[src/rtl/parity_run_detector.sv]
// Serial bit-stream monitor: y is high once a run of at least RUN_LEN zeros has
// been seen and the running count of sampled ones has the selected parity.
// Also provides a one-cycle rise pulse and a saturating count of rises.
module parity_run_detector #(
    parameter int RUN_LEN     = 2,
    parameter int PARITY_MODE = 1,
    parameter int CNT_W       = 8
) (
    input  logic             clk,
    input  logic             reset_n,
    input  logic             en,
    input  logic             clr,
    input  logic             cnt_clr,
    input  logic             x,
    output logic             y,
    output logic             match_pulse,
    output logic [CNT_W-1:0] match_cnt
);

    // zrun saturates at RUN_LEN, so it needs enough bits to hold that value.
    localparam int              ZW      = $clog2(RUN_LEN + 1);
    localparam logic [ZW-1:0]   Z_MAX   = ZW'(RUN_LEN);
    localparam logic [ZW-1:0]   Z_THR   = ZW'(RUN_LEN - 1);
    localparam logic [ZW-1:0]   Z_ONE   = ZW'(1);
    localparam logic [CNT_W-1:0] CNT_MAX = '1;
    localparam logic [CNT_W-1:0] CNT_ONE = CNT_W'(1);
    localparam logic            PAR_TGT = (PARITY_MODE != 0);

    logic          par, par_next;
    logic [ZW-1:0] zrun, zrun_next;
    logic          found, found_next;
    logic          y_next;
    logic          rise;
    logic [CNT_W-1:0] cnt_next;

    // Next-state of the detector: clear beats sample, sample beats hold.
    always_comb begin
        par_next   = par;
        zrun_next  = zrun;
        found_next = found;
        if (clr) begin
            par_next   = 1'b0;
            zrun_next  = '0;
            found_next = 1'b0;
        end else if (en) begin
            if (x) begin
                par_next  = ~par;
                zrun_next = '0;
            end else begin
                if (zrun < Z_MAX) begin
                    zrun_next = zrun + Z_ONE;
                end
                // zrun + 1 >= RUN_LEN, written without widening zrun
                if (zrun >= Z_THR) begin
                    found_next = 1'b1;
                end
            end
        end
        // y follows the freshly updated state so it has no extra cycle of latency.
        y_next = found_next & (par_next == PAR_TGT);
        // On a hold edge the state is unchanged, so y_next equals y and no rise occurs;
        // on a clear edge y_next is 0, which also suppresses the rise.
        rise   = y_next & ~y;
        if (cnt_clr) begin
            cnt_next = '0;
        end else if (rise && (match_cnt != CNT_MAX)) begin
            cnt_next = match_cnt + CNT_ONE;
        end else begin
            cnt_next = match_cnt;
        end
    end

    // Detector state and registered outputs.
    always_ff @(posedge clk or negedge reset_n) begin
        if (!reset_n) begin
            par         <= 1'b0;
            zrun        <= '0;
            found       <= 1'b0;
            y           <= 1'b0;
            match_pulse <= 1'b0;
            match_cnt   <= '0;
        end else begin
            par         <= par_next;
            zrun        <= zrun_next;
            found       <= found_next;
            y           <= y_next;
            match_pulse <= rise;
            match_cnt   <= cnt_next;
        end
    end

endmodule

[config.mk]
export PLATFORM = sky130hd
export DESIGN_NAME = parity_run_detector
export DESIGN_NICKNAME = d
export VERILOG_FILES = /design/src/rtl/parity_run_detector.sv
export SDC_FILE = /design/constraint.sdc
export NUM_CORES = 1
export LEC_CHECK = 0
export CORE_MARGIN = 2
export CORE_UTILIZATION = 39
export CTS_CLUSTER_SIZE = 12
export DETAILED_ROUTE_END_ITERATION = 16
export PLACE_DENSITY = 0.66
export SLEW_MARGIN = 20
export SYNTH_ARGS = -nofsm -noshare
export SYNTH_HDL_FRONTEND = slang
export SYNTH_SLANG_ARGS = --single-unit
[constraint.sdc]
create_clock -name clk -period 1.8 [get_ports clk]
set_input_delay 0.18 -clock clk [delete_from_list [all_inputs] [get_ports clk]]
set_output_delay 0.18 -clock clk [all_outputs]
set_load 0.01 [all_outputs]
==> out/metrics.csv, run 1 <==
stage;metric;value;unit
floorplanning;die_h;47.8;um
timing;whs;282;ps
synth;synth-xor-area-share;4.68;%
final_layout;layout-drive-gt1-share;31.0;%
setup_path;critPathTopFamily;simple AND/OR/NAND/NOR gates;
setup_path;endpoint;match_cnt[6];
synth;synth_top_area_share;46.8;%
detailed_routing;drt-vias-per-instance;5.12;
final_layout;final_cell_mix;buf_4, clkdlybuf4s50_1, dfrtp_1;
job;maxCapViolCount;0;
synth;yosysTopAreaCell;dfrtp_1;
timing;min_period_over_period;103;%
setup_path;path_buf_inv;1;
detailed_routing;first_iter_violations;13;
global_routing;grt_pass1_vias;655;
synth;synthMuxAreaShare;3.01;%
setup_path;cp-start-kind;register;
timing;tightest_slew;626;ps
synth;synth_top_family_by_area;simple AND/OR/NAND/NOR gates;
status;violations;setup timing;
place;dp_hpwl;1.23;mm
setup_path;path_cells;inv_2 > ha_4 > and2b_1 > o21ai_2 > a211o_4 > or4_1 > a21oi_1;
setup_path;cp_max_fo;6;
global_routing;antenna_found_initial;0;
synth;synth_cell_type_count;29;
detailed_routing;wl_per_cell;12.6;um
timing;fmaxAchievable;0.539;GHz
synth;synth_fp_nets;87;
clock_network;clkSlewWorstSetupHoldPaths;80;ps
detailed_routing;totalWireLength;1.73;mm
global_routing;grt-ovfl-total;0;
hold_path;hold_path_class;in2async;
status;outcome;finished with violations;
clock_network;clock_sinks;14;
timing;maxSlewHeadroom;58.1;%
floorplanning;boundaryPins;16;
synth;synth_compound_area_share;15.7;%
place;port_buffers;15;
synth;seq_area_frac_synth;46.8;%
synth;syn_area;748;um^2
clock_network;clk_latency;280;ps
floorplanning;core_area;1760;um^2
power;power;0.578;mW
synth;syn_inst;79;
detailed_routing;vias;706;
synth;synth_area_leaders;dfrtp_1, nor2_1, a21oi_1, xnor2_1, ha_1;
synth;ys_warn_count;0;
final_layout;diodes;0;
timing;setup_viol;1;
synth;async_reset_ff_share;100;%
synth;avgSynthCellArea;9.47;um^2
timing;hold_viol_final;0;
clock_network;cts_max_path_buffers;2;
global_routing;grt_max_degree;15;
timing;rsz0062_at_grt;true;
floorplanning;num_rows;15;
setup_path;r2r_cells;7;
power;ir_drop;406;uV
synth;synth-main-ff-cell;dfrtp_1;
clock_network;cts_tree;built;
timing;fin_ws;-56.9;ps
clock_network;htreeDepth;1;
floorplanning;initial_core_util;42.4;%
setup_path;end_kind;register;
setup_path;worstReg2RegStart;zrun[1];
synth;synth-edff-count;0;
timing;drv_slew;0;
final_layout;final_common_cell;buf_4;
detailed_routing;drc_errors;0;
setup_path;crit_path_max_incr_delay;410;ps
synth;ys_ff_latch;14;
setup_path;r2r_slack;-60;ps
detailed_routing;postRouteAntennaNets;0;
global_routing;grt_pass1_wl;2.78;mm
final_layout;syn_to_final_growth;51.0;%
setup_path;critPathArrivalTime;2060;ps
global_routing;grt_usage;17.8;%
setup_path;reg2reg_to;match_cnt[6];
power;p_leak;0.476;nW
setup_path;cp_num_cells;7;
detailed_routing;dr.pass1.iters;4;
floorplanning;fp.dieArea;2280;um^2
floorplanning;die_w;47.8;um
setup_path;criticalPathCategory;reg2reg;
timing;period_needed;1860;ps
setup_path;cp.required;2000;ps
final_layout;final_net_count;123;
clock_network;cts_made_buffers;3;
setup_path;crit_start;zrun[1];
synth;synth-simple-area-share;23.9;%
place;gp_congestion;0.764;
power;p_per_area;511;nW/um^2
clock_network;cts_root_buf;clkbuf_4;
timing;clock_skew;0.879;ps
setup_path;slowest_stage;or4_1;
synth;yosys.area_share.adder;3.34;%
[cells by family (layout without fill, tap and decap cells)]
group | after synthesis | in the layout
AO/OA/AOI/OAI | 18 | 18
multiplexers | 2 | 2
buffers and inverters | 5 | 39
adder cells (fa/ha/maj) | 2 | 2
flip-flops | 14 | 14
XOR/XNOR | 4 | 4
AND/OR/NAND/NOR | 34 | 34
[where the power goes]
part	total [mW]	internal, mW	leakage [nW]	switching (mW)
logic	0.0747	0.0393	0.268	0.0354
registers	0.326	0.320	0.194	0.00558
clock network	0.177	0.0778	0.0138	0.0992
[state kept, by name, summed over array words and instances, names as in the netlist]
register	cells
match_cnt	8
zrun	2
found	1
match_pulse	1
par	1
y	1
[through the flow]
| step | TNS [ps] | util (%) | instances | setup slack (ps) | cell area [um^2] |
|---|---|---|---|---|---|
| finish | -56.9 | 64.0 | 138 | -56.9 | 1130 |
| global route | -490 | 64.0 | 138 | -162 | 1130 |
| CTS | -60.0 | 61.9 | 138 | -36.5 | 1090 |
| detailed placement | -737 | 58.7 | 132 | -192 | 1030 |
| global placement | -591 | 58.7 | 132 | -157 | 1030 |
| floorplan | 0 | - | 79 | 13.9 | 752 |
[timing repair]
item	CTS	global route
hold endpoints to repair	0	0
setup endpoints to repair	4	8
hold buffers	0	0
gates resized for setup	4	7
setup buffers	3	0
pin swaps	0	1
[metal layers]
| layer | part of all wire (%) | GRT usage, % | vias up |
|---|---|---|---|
| li1 | - | - | 356 |
| met1 | 48 | 23.5 | 337 |
| met2 | 47 | 28.5 | 11 |
| met3 | 2.3 | 2.64 | 2 |
| met4 | 1.8 | 8.11 | 0 |
| met5 | 0 | 0 | - |
[worst min-delay path by stage]
stage                            start      endpoint  cells after the start
after floorplan                reset_n         found                      0
after global placement           found         found                      2
after detailed placement  match_cnt[6]  match_cnt[6]                      2
after CTS                      reset_n  match_cnt[6]                      1
after global routing           reset_n         found                      1
final                          reset_n  match_cnt[3]                      1
[synth_stat cells, types with 2 or more instances]
| cell type | n |
|---|---|
| nand2_1 | 4 |
| nand3_1 | 5 |
| dfrtp_1 | 14 |
| o21ai_0 | 3 |
| ha_1 | 2 |
| xnor2_1 | 3 |
| inv_1 | 4 |
| nor2_1 | 11 |
| nand4_1 | 2 |
| nor2b_1 | 3 |
| a211oi_1 | 3 |
| mux2_2 | 2 |
| a21oi_1 | 7 |
[area by class of cell]
cell class                 instances  area [um^2]
clock buffer                       3         22.5
fill                             163          634
sequential                        14          350
timing repair buffer              32          278
inverter                           4         15.0
multi-input combinational         60          433
tap                               25         31.3
Note: power is estimated with default switching activity, not from simulation.
==> inputs of run 2 (changes only) <==
--- a/config.mk
+++ b/config.mk
@@ -7,6 +7,7 @@
 export LEC_CHECK = 0
 export CORE_MARGIN = 2
 export CORE_UTILIZATION = 39
+export CTS_BUF_LIST = sky130_fd_sc_hd__clkbuf_2 sky130_fd_sc_hd__clkbuf_4 sky130_fd_sc_hd__clkbuf_8
 export CTS_CLUSTER_SIZE = 12
 export DETAILED_ROUTE_END_ITERATION = 16
 export PLACE_DENSITY = 0.66
==> results of run 2 <==
The final DEF is identical to that of run 1; final timing and power are the same.
